### config.mk
export PLATFORM = sky130hd
export DESIGN_NAME = mult_mac_pipe
export DESIGN_NICKNAME = d
export VERILOG_FILES = /design/src/rtl/fixed_pkg.sv /design/src/rtl/fx_round_sat.sv /design/src/rtl/mult_mac_pipe.sv
export SDC_FILE = /design/constraint.sdc
export NUM_CORES = 1
export LEC_CHECK = 0
export BUFFER_PORTS_ARGS = -buffer_cell sky130_fd_sc_hd__clkbuf_2
export CORE_MARGIN = 4
export CORE_UTILIZATION = 51
export DETAILED_ROUTE_END_ITERATION = 6
export PLACE_DENSITY_LB_ADDON = 0.08
export SKIP_LAST_GASP = 1
export SYNTH_ARGS = -nofsm -noshare
export SYNTH_HDL_FRONTEND = slang
export SYNTH_HIERARCHICAL = 1
export SYNTH_SLANG_ARGS = --single-unit
### constraint.sdc
create_clock -name clk -period 15.6 [get_ports clk]
set_input_delay 0.78 -clock clk [delete_from_list [all_inputs] [get_ports clk]]
set_output_delay 0.78 -clock clk [all_outputs]
set_load 0.05 [all_outputs]
### src/rtl/fixed_pkg.sv
// rtl/fixed_pkg.sv - Q(P.F) datapath defaults and constants
package fixed_pkg;

    localparam int F_DEFAULT = 10;
    localparam int P_DEFAULT = 5;
    localparam int W_DEFAULT = F_DEFAULT + P_DEFAULT + 1;

    localparam logic [W_DEFAULT-1:0] MAX_POS = {1'b0, {(W_DEFAULT-1){1'b1}}};
    localparam logic [W_DEFAULT-1:0] MAX_NEG = {1'b1, {(W_DEFAULT-1){1'b0}}};

    localparam logic RND_TRUNC  = 1'b0;
    localparam logic RND_HALFUP = 1'b1;

    typedef enum logic [1:0] {
        SAT_NONE = 2'b00,
        SAT_HIGH = 2'b01,
        SAT_LOW  = 2'b10
    } sat_e;

endpackage

### src/rtl/fx_round_sat.sv
// rtl/fx_round_sat.sv - optional half-up rounding, arithmetic shift and saturation of a 2W-bit value
module fx_round_sat
    import fixed_pkg::*;
#(
    parameter int W     = W_DEFAULT,
    parameter int SHIFT = F_DEFAULT
) (
    input  logic signed [2*W-1:0] din,
    input  logic                  rnd,
    output logic signed [W-1:0]   dout,
    output logic                  ovf,
    output logic                  unf
);

    localparam logic signed [2*W-1:0] ONE  = 1;
    // Half an output LSB; evaluates to zero when SHIFT is 0 so the sum path never rounds.
    localparam logic signed [2*W-1:0] HALF = (ONE << SHIFT) >> 1;

    logic signed [2*W-1:0] biased;
    logic signed [2*W-1:0] shifted;
    logic                  in_range;
    sat_e                  sat;

    assign biased   = din + (rnd ? HALF : '0);
    assign shifted  = biased >>> SHIFT;
    assign in_range = (&shifted[2*W-1:W-1]) | ~(|shifted[2*W-1:W-1]);

    always_comb begin
        sat = SAT_NONE;
        if (!in_range) begin
            sat = shifted[2*W-1] ? SAT_LOW : SAT_HIGH;
        end
    end

    always_comb begin
        dout = shifted[W-1:0];
        case (sat)
            SAT_HIGH: dout = {1'b0, {(W-1){1'b1}}};
            SAT_LOW:  dout = {1'b1, {(W-1){1'b0}}};
            default:  dout = shifted[W-1:0];
        endcase
    end

    assign ovf = (sat == SAT_HIGH);
    assign unf = (sat == SAT_LOW);

endmodule

### src/rtl/mult_mac_pipe.sv
// rtl/mult_mac_pipe.sv - two-stage saturating fixed-point multiply/accumulate with valid/ready streams
module mult_mac_pipe
    import fixed_pkg::*;
#(
    parameter  int F = F_DEFAULT,
    parameter  int P = P_DEFAULT,
    localparam int W = F + P + 1
) (
    input  logic                clk,
    input  logic                rst_n,
    input  logic                in_valid,
    output logic                in_ready,
    input  logic signed [W-1:0] a,
    input  logic signed [W-1:0] b,
    input  logic                in_acc,
    input  logic                in_clr,
    input  logic                rnd_mode,
    output logic                out_valid,
    input  logic                out_ready,
    output logic signed [W-1:0] y,
    output logic                ovf,
    output logic                unf,
    output logic                sat_sticky,
    input  logic                sticky_clr
);

    logic                  s1_valid;
    logic signed [2*W-1:0] s1_prod;
    logic                  s1_acc;
    logic                  s1_clr;
    logic                  s1_rnd;
    logic                  s1_load;
    logic                  s1_advance;

    logic signed [W-1:0]   acc;
    logic signed [2*W-1:0] prod_full;
    logic signed [W-1:0]   prod_sat;
    logic                  p_ovf;
    logic                  p_unf;
    logic signed [W-1:0]   base;
    logic signed [W:0]     sum;
    logic signed [2*W-1:0] sum_ext;
    logic signed [W-1:0]   acc_next;
    logic                  s_ovf;
    logic                  s_unf;
    logic signed [W-1:0]   res_y;
    logic                  res_ovf;
    logic                  res_unf;

    // S1 drains whenever the output slot is empty or being consumed this cycle.
    assign s1_advance = s1_valid & (~out_valid | out_ready);
    assign in_ready   = ~s1_valid | s1_advance;
    assign s1_load    = in_valid & in_ready;

    assign prod_full = (2*W)'(a) * (2*W)'(b);

    always_ff @(posedge clk or negedge rst_n) begin
        if (!rst_n) begin
            s1_valid <= 1'b0;
            s1_prod  <= '0;
            s1_acc   <= 1'b0;
            s1_clr   <= 1'b0;
            s1_rnd   <= RND_TRUNC;
        end else begin
            if (in_ready) begin
                s1_valid <= in_valid;
            end
            if (s1_load) begin
                s1_prod <= prod_full;
                s1_acc  <= in_acc;
                s1_clr  <= in_clr;
                s1_rnd  <= rnd_mode;
            end
        end
    end

    fx_round_sat #(.W(W), .SHIFT(F)) u_prod_sat (
        .din  (s1_prod),
        .rnd  (s1_rnd),
        .dout (prod_sat),
        .ovf  (p_ovf),
        .unf  (p_unf)
    );

    assign base    = s1_clr ? '0 : acc;
    assign sum     = {base[W-1], base} + {prod_sat[W-1], prod_sat};
    assign sum_ext = {{(W-1){sum[W]}}, sum};

    fx_round_sat #(.W(W), .SHIFT(0)) u_sum_sat (
        .din  (sum_ext),
        .rnd  (1'b0),
        .dout (acc_next),
        .ovf  (s_ovf),
        .unf  (s_unf)
    );

    always_comb begin
        res_y   = prod_sat;
        res_ovf = p_ovf;
        res_unf = p_unf;
        if (s1_acc) begin
            res_y   = acc_next;
            res_ovf = p_ovf | s_ovf;
            res_unf = p_unf | s_unf;
        end
    end

    // Output register and accumulator both update only on the S1->S2 transfer, so a stalled beat
    // is never folded into the accumulator twice.
    always_ff @(posedge clk or negedge rst_n) begin
        if (!rst_n) begin
            out_valid <= 1'b0;
            y         <= '0;
            ovf       <= 1'b0;
            unf       <= 1'b0;
            acc       <= '0;
        end else begin
            if (s1_advance) begin
                out_valid <= 1'b1;
                y         <= res_y;
                ovf       <= res_ovf;
                unf       <= res_unf;
                if (s1_acc) begin
                    acc <= acc_next;
                end
            end else if (out_ready) begin
                out_valid <= 1'b0;
            end
        end
    end

    always_ff @(posedge clk or negedge rst_n) begin
        if (!rst_n) begin
            sat_sticky <= 1'b0;
        end else if (sticky_clr) begin
            sat_sticky <= 1'b0;
        end else if (s1_advance & (res_ovf | res_unf)) begin
            sat_sticky <= 1'b1;
        end
    end

endmodule

==> run metrics, run 1 <==
CP top delay family=compound AO/OA/AOI/OAI gates; Hold Vio Cnt, Final=0; commonest non-fill, non-tap cell in the layout=inv_1; die height=174 um; post-cts resize count=0; Setup Skew=7.58 ps; WS Path Type=register to register; vias in the first global route=11,400; Critical Path RT=15,820 ps; Rel. slew slack=23.0%; initial core utilization=52.0%; ant diodes=0; wire per inst=16.7 um; GP Congestion=0.833; Final Hold Slack=480 ps; Max Slew Vio Count=0; Cell Area, Synth=0.0141 sq mm; CTS root buffer=clkbuf_16; R2R cell count=23; Crit. End Element=register; nets=1,992; pin count of the biggest net entering global routing=64; crit path time final=6890 ps; Final setup viols=0; CP dominant cell by count=nor2_1; CTS tree=done; Slew @ Worst Pin=1150 ps; Mean Syn Cell Area=8.98 sq um; die footprint=0.0304 sq mm; CP bufs+invs=2; worst setup path endpoint=sat_sticky; initial antenna violation count=0; vias=10,500; # clock sinks=63; CP Launch Point=s1_prod[11]; RR Startpoint=s1_prod[11]; layout cell share with drive strength beyond 1=7.71%; yosys synthesis warning count=6; Detailed Route WL=32,800 um; CP max stage delay=1050 ps; Final ANT Viol Nets=0; H-tree depth=3; Max Clk Rate=145 MHz; fin cells=1,967; synthesized net count=1,971; Levels on crit path=23; total grt overflow=0; Initial DRT Pass Iterations=5; Final Util=55.4%; Chip Width=174 um; CP startpoint kind=register; period utilization=44.2%; Final HPWL DP=26,300 um; placed cells=1,951; slowest CP cell=o41ai_4; arrival time worst endpoint=7110 ps; crit-path cells=nand3_2 > nor4_1 > nand4_1 > a32oi_1 > nand3_1 > nand3_1 > ha_1 > nor2b_1 > o21ai_0 > a21boi_0 > o21a_1 > o41a_1 > a211oi_1 > nor2_1 > a21oi_2 > buf_4 > nand4_1 > o41ai_4 > inv_1 > o21ai_0 > a21oi_1 > nor2_1 > nor2_1; initial drt markers=515; Synth Instances=1,569; worst skew pair latency=330 ps; setup bufs post-CTS=0; outcome=finished, final reports clean; Filler cells=2,584; total CTS buffers=9; hold_buf cts=0; Clock Tree Buf Depth=2; max-cap violations=0; Worst Path Max Fanout=34; Via density=5.32; flop-to-flop setup slack=8710 ps; PortBufs=60; Hold Path Class=register to register; FP Rows=60; core area=0.0271 sq mm; Fin Setup TNS=0 ps; DRC viols=0; most frequent cells in the layout=334 x inv_1, 263 x fa_1, 196 x nand2_1, 126 x and2_1, 99 x ha_1; first-pass GRT wire length=57,700 um; global-route usage over all layers=23.3%; Reg clk slew, reported paths=50 ps; # IOs=61; unrepaired setup endpoints after global routing=false; area grow syn2layout=6.45%; FF-to-FF End=sat_sticky
worst min path at each step:
| stage | startpoint | end | slack (ps) | cells after the start |
|---|---|---|---|---|
| floorplan | s1_prod[27] | s1_prod[27] | 440 | 2 |
| global placement | y[9] | y[9] | 470 | 2 |
| detailed placement | y[5] | y[5] | 470 | 2 |
| CTS | y[5] | y[5] | 490 | 2 |
| global route | acc[3] | acc[3] | 500 | 1 |
| finish | y[5] | y[5] | 480 | 2 |
worst min-delay path, cell delays in order, from the launching register on:
cell     delay [ps]
dfrtp_1         340
nand2_1          50
o21ai_0          60
registers in the layout, indices dropped and copies added (netlist names):
| signal | flops |
|---|---|
| s1_valid | 1 |
| acc | 16 |
| s1_prod | 23 |
| y | 16 |
| out_valid | 1 |
| s1_acc | 1 |
| unf | 1 |
| s1_clr | 1 |
| sat_sticky | 1 |
| s1_rnd | 1 |
| ovf | 1 |
layout make-up:
type / count / area (sq um) / share of cell area [%]
multi-input combinational: 1116 / 11000 / 73.6
sequential: 63 / 1580 / 10.5
inverter: 334 / 1250 / 8.36
tap: 372 / 465 / 3.10
timing repair buffer: 66 / 345 / 2.30
clock buffer: 13 / 260 / 1.73
clock inverter: 3 / 65.1 / 0.434
stage by stage:
step                instance area, sq um  worst slack, ps
floorplan                          14100             8780
global placement                   14700             8770
detailed placement                 14700             8730
CTS                                15000             8840
global route                       15000             8030
finish                             15000             8710
per-layer routing:
layer / vias up / part of all wire, % / track usage [%]
met5: - / 0 / 0
met4: 0 / 2.4 / 5.31
met3: 54 / 4.1 / 3.07
met2: 225 / 50 / 40.2
met1: 5302 / 43 / 31.4
li1: 4885 / - / -
Power of run 1 is not shown: default switching activity piles up to over one toggle a cycle in this logic, so the estimate is an artifact.
==> run 2: changes to the inputs <==
- clock period: 15.6 -> 6.6 ns (I/O delays scaled with it)
==> run 2 against run 1 <==
First-iteration DRC count down 9.1%. Routed wire length down 3.5%. Core utilization up 0.32 points. Worst setup slack worse by 8200 ps. Register-to-register slack worse by 8200 ps. Sequential share of layout area down 0.061 points. Hold slack worse by 330 ps. Critical path type is now input pin to register.
==> run metrics, run 2 (synthesis gave the netlist of run 1 again) <==
outcome=finished, final reports clean; global-route usage over all layers=22.5% (-0.76 points); Detailed Route WL=31,600 um (-3.5%); Critical Path RT=6810 ps (-9010 ps); CTS root buffer=clkbuf_16; vias=10,400 (-0.94%); Reg clk slew, reported paths=50 ps (about the same); DRC viols=0 (unchanged); PortBufs=60 (unchanged); Via density=5.23 (-1.7%); initial antenna violation count=0 (unchanged); CP dominant cell by count=fa_1; total grt overflow=0 (unchanged); Final ANT Viol Nets=0 (unchanged); Largest Register=s1_prod; die footprint=0.0304 sq mm (unchanged); initial core utilization=52.0% (unchanged); Fin Setup TNS=0 ps (unchanged); Initial DRT Pass Iterations=5 (unchanged); die height=174 um (unchanged); max-cap violations=0 (unchanged); Worst Path Max Fanout=16 (-53%); top flop regs=s1_prod (23), acc (16), y (16); crit-path cells=clkbuf_2 > nand2_1 > inv_1 > fa_1 > fa_1 > inv_1 > fa_1 > inv_1 > fa_1 > fa_1 > inv_1 > fa_1 > inv_1 > ha_1 > nand4_1 > nor2_1 > nand3_1 > and3_1 > o21a_1 > nor2b_1 > o311ai_0; core area=0.0271 sq mm (unchanged); setup ws final=533 ps (-8180 ps); crit path time final=6070 ps; total CTS buffers=9 (unchanged); area grow syn2layout=7.08%; Rel. slew slack=30.3% (+7.4 points); Setup Skew=2.52 ps (-5.06 ps); max reg flops=23 (unchanged); layout cell share with drive strength beyond 1=8.76% (+1.0 points); Filler cells=2,621 (+1.4%); CP max stage delay=540 ps (-510 ps); Slew @ Worst Pin=1040 ps (-109 ps); CP startpoint kind=input pin; RR Startpoint=s1_prod[9]; pin count of the biggest net entering global routing=64 (unchanged); arrival time worst endpoint=6270 ps (-840 ps); FP Rows=60 (unchanged); # IOs=61 (unchanged); wire per inst=16.0 um (-4.2%); Placement Setup Slack=207 ps (-8520 ps); Max Slew Vio Count=0 (unchanged); nets=2,007 (+0.75%); CTS tree=done; GP Congestion=0.871 (+4.6%); Crit. End Element=register; unrepaired setup endpoints after global routing=false; H-tree depth=3 (unchanged); initial drt markers=468 (-9.1%); WS Path Type=input pin to register; Hold Vio Cnt, Final=0 (unchanged); Hold Path Class=input pin to asynchronous set/reset pin; ant diodes=0 (unchanged); Clock Tree Buf Depth=2 (unchanged); most frequent cells in the layout=334 x inv_1, 263 x fa_1, 196 x nand2_1, 126 x and2_1, 99 x ha_1; worst skew pair latency=330 ps (about the same); Final setup viols=0 (unchanged); commonest non-fill, non-tap cell in the layout=inv_1; vias in the first global route=11,200 (-2.5%); Max Clk Rate=165 MHz; Chip Width=174 um (unchanged); slowest CP cell=fa_1; first-pass GRT wire length=55,700 um (-3.5%); # clock sinks=63 (unchanged); period utilization=91.9%; CP Launch Point=b[2]; Final HPWL DP=25,900 um (-1.7%)
[run 2: layout make-up]
type / count / area [sq um] / share of cell area (%)
inverter: 334 / 1250 / 8.31
timing repair buffer: 81 / 483 / 3.20
multi-input combinational: 1116 / 11100 / 73.3
sequential: 63 / 1580 / 10.4
clock inverter: 5 / 25.0 / 0.166
tap: 372 / 465 / 3.08
clock buffer: 11 / 233 / 1.54
[run 2: final timing paths]
check / end / slack (ps) / depth (start not counted)
max: s1_prod[29] / 530 / 21
min: ovf / 150 / 2
max reg2reg: sat_sticky / 550 / 26
min reg2reg: y[7] / 480 / 2
max in group asynchronous: s1_prod[27] / 5850 / 2
min in group clk: sat_sticky / 170 / 2
[run 2: metrics by stage]
stage | area [sq um] | util (%) | instances | hold slack [ps]
2_1_floorplan | 14100 | - | 1569 | 34.4
3_3_place_gp | 14800 | 54.5 | 1963 | 462
3_5_place_dp | 14800 | 54.5 | 1963 | 470
4_1_cts | 15000 | 55.5 | 1979 | 159
5_1_grt | 15100 | 55.7 | 1982 | 162
6_report | 15100 | 55.7 | 1982 | 154
[run 2: worst max-delay path, delay by kind of cell]
| family | cells | cell delay (ps) |
|---|---|---|
| compound gates | 2 | 530 |
| fa+ha+maj | 7 | 3380 |
| buf+inv | 6 | 630 |
| simple gates | 6 | 1390 |
[run 2: repair_timing]
item / 4_1_cts / 5_1_grt
endpoints found under the setup margin: 0 / 32
hold buffers: 0 / 0
hold endpoints to repair: 0 / 0
buffers inserted: 0 / 3
gates resized for setup: 0 / 3
[run 2: routing by layer]
layer,share of wire (%),global-route usage [%]
met1,44,30.0
met2,51,39.8
met3,3.7,2.78
met4,2.0,4.42
met5,0,0
Power of run 2 is left out for the same reason.
==> run 3: changes to the inputs <==
- ABC_AREA: default -> 1
==> run 3 against run 2 <==
Sequential share of layout area is 0.68 points lower. Non-clock buffer count is 14 lower. Synthesized cell count is 37% higher. Register-to-register slack better by 230 ps. Hold slack worse by 16 ps. Critical path depth is 10 higher. Cell area is 7.0% higher. Worst setup slack better by 250 ps. Die area is 8.7% higher. Critical path type is now register to register. Largest cell class unchanged.
==> run metrics, run 3 <==
PortBufs=60 (unchanged); Via density=4.97 (-5.1%); R2R cell count=31 (+19%); slowest CP cell=a21o_1; Hold Path Class=input pin to register; commonest non-fill, non-tap cell in the layout=nand2_1; setup bufs post-CTS=0 (unchanged); Hold Vio Cnt, Final=0 (unchanged); Detailed Route WL=37,800 um (+20%); CP bufs+invs=5 (-1); vias=12,700 (+22%); Max Slew Vio Count=0 (unchanged); Rel. slew slack=30.5% (+0.13 points); first-pass GRT wire length=65,600 um (+18%); Setup Skew=8.57 ps (+6.05 ps); Synth Instances=2,154 (+37%); top flop regs=s1_prod (23), acc (16), y (16); arrival time worst endpoint=6030 ps (-240 ps); CP startpoint kind=register; Worst Path Max Fanout=33 (+17); Final setup viols=0 (unchanged); outcome=finished, final reports clean; total CTS buffers=9 (unchanged); Final HPWL DP=31,900 um (+23%); max-cap violations=0 (unchanged); DRC viols=0 (unchanged); Final Hold Slack=137 ps (-16.5 ps); layout cell share with drive strength beyond 1=6.07% (-2.7 points); # IOs=61 (unchanged); Reg clk slew, reported paths=60 ps (about the same); H-tree depth=3 (unchanged); Crit. End Element=register; yosys synthesis warning count=6 (unchanged); GP Congestion=0.901 (+3.5%); Cell Area, Synth=0.0154 sq mm (+9.2%); total grt overflow=0 (unchanged); Max Clk Rate=172 MHz (+4.2%); initial core utilization=51.8% (-0.24 points); Largest Register=s1_prod; setup ws final=779 ps (+247 ps); die height=182 um (+4.3%); most frequent cells in the layout=658 x nand2_1, 575 x inv_1, 263 x fa_1, 106 x nand3_1, 99 x ha_1; ant diodes=0 (unchanged); Mean Syn Cell Area=7.14 sq um (-20%); FP Rows=63 (+5.0%); worst skew pair latency=340 ps (about the same); CP max stage delay=550 ps (about the same); core area=0.0297 sq mm (+9.7%); max reg flops=23 (unchanged); Slew @ Worst Pin=1040 ps (-3.22 ps); die footprint=0.0330 sq mm (+8.7%); # clock sinks=63 (unchanged); CP Launch Point=s1_prod[9]; hold_buf cts=0 (unchanged); FF-to-FF End=sat_sticky; CTS tree=done; period utilization=88.2% (-3.7 points); Fin Setup TNS=0 ps (unchanged); initial antenna violation count=0 (unchanged); Placement Setup Slack=626 ps (+419 ps); CTS root buffer=clkbuf_16; worst setup path endpoint=sat_sticky; pin count of the biggest net entering global routing=64 (unchanged); Chip Width=182 um (+4.3%); Final ANT Viol Nets=0 (unchanged); Critical Path RT=6810 ps (about the same); flop-to-flop setup slack=780 ps (+230 ps); global-route usage over all layers=24.2% (+1.7 points); crit path time final=5820 ps (-247 ps); Filler cells=3,028 (+16%); RR Startpoint=s1_prod[9]; WS Path Type=register to register; synthesized net count=2,556 (+30%); Initial DRT Pass Iterations=5 (unchanged); Clock Tree Buf Depth=2 (unchanged); unrepaired setup endpoints after global routing=false; area grow syn2layout=4.98%; CP top delay family=simple AND/OR/NAND/NOR gates; Levels on crit path=31 (+48%); initial drt markers=803 (+72%); CP dominant cell by count=nand2_1; post-cts resize count=0 (unchanged); wire per inst=14.8 um (-7.1%); vias in the first global route=13,100 (+17%); nets=2,556 (+27%)
[run 3: stage by stage]
stage | util, % | instances | area (sq um)
3_3_place_gp | 53.5 | 2533 | 15900
3_5_place_dp | 53.5 | 2533 | 15900
5_1_grt | 54.3 | 2549 | 16200
2_1_floorplan | - | 2154 | 15400
4_1_cts | 54.3 | 2549 | 16200
6_report | 54.3 | 2549 | 16200
[run 3: layout make-up]
cell class | instances | area (sq um) | share of cell area (%)
multi-input combinational | 1432 | 11300 | 69.9
inverter | 581 | 2180 | 13.5
sequential | 63 | 1580 | 9.76
tap | 390 | 488 | 3.02
timing repair buffer | 67 | 353 | 2.18
clock buffer | 12 | 236 | 1.46
clock inverter | 4 | 22.5 | 0.139
[run 3: how the worst min path moves through the flow]
stage	start	to	slack [ps]	cells after the start
after floorplan	rst_n	acc[0]	30	0
after global placement	ovf	ovf	470	2
after detailed placement	s1_rnd	s1_rnd	470	2
after CTS	sticky_clr	sat_sticky	130	2
after global routing	sticky_clr	sat_sticky	150	2
final	sticky_clr	sat_sticky	140	2
[run 3: routing by layer]
metal	part of all wire (%)	wire (um)	global-route usage [%]
met2	47	17900	40.1
met5	0	0	0
met3	4.3	1640	1.88
met4	1.2	461	3.24
met1	47	17800	36.1
Power of run 3 is left out for the same reason.
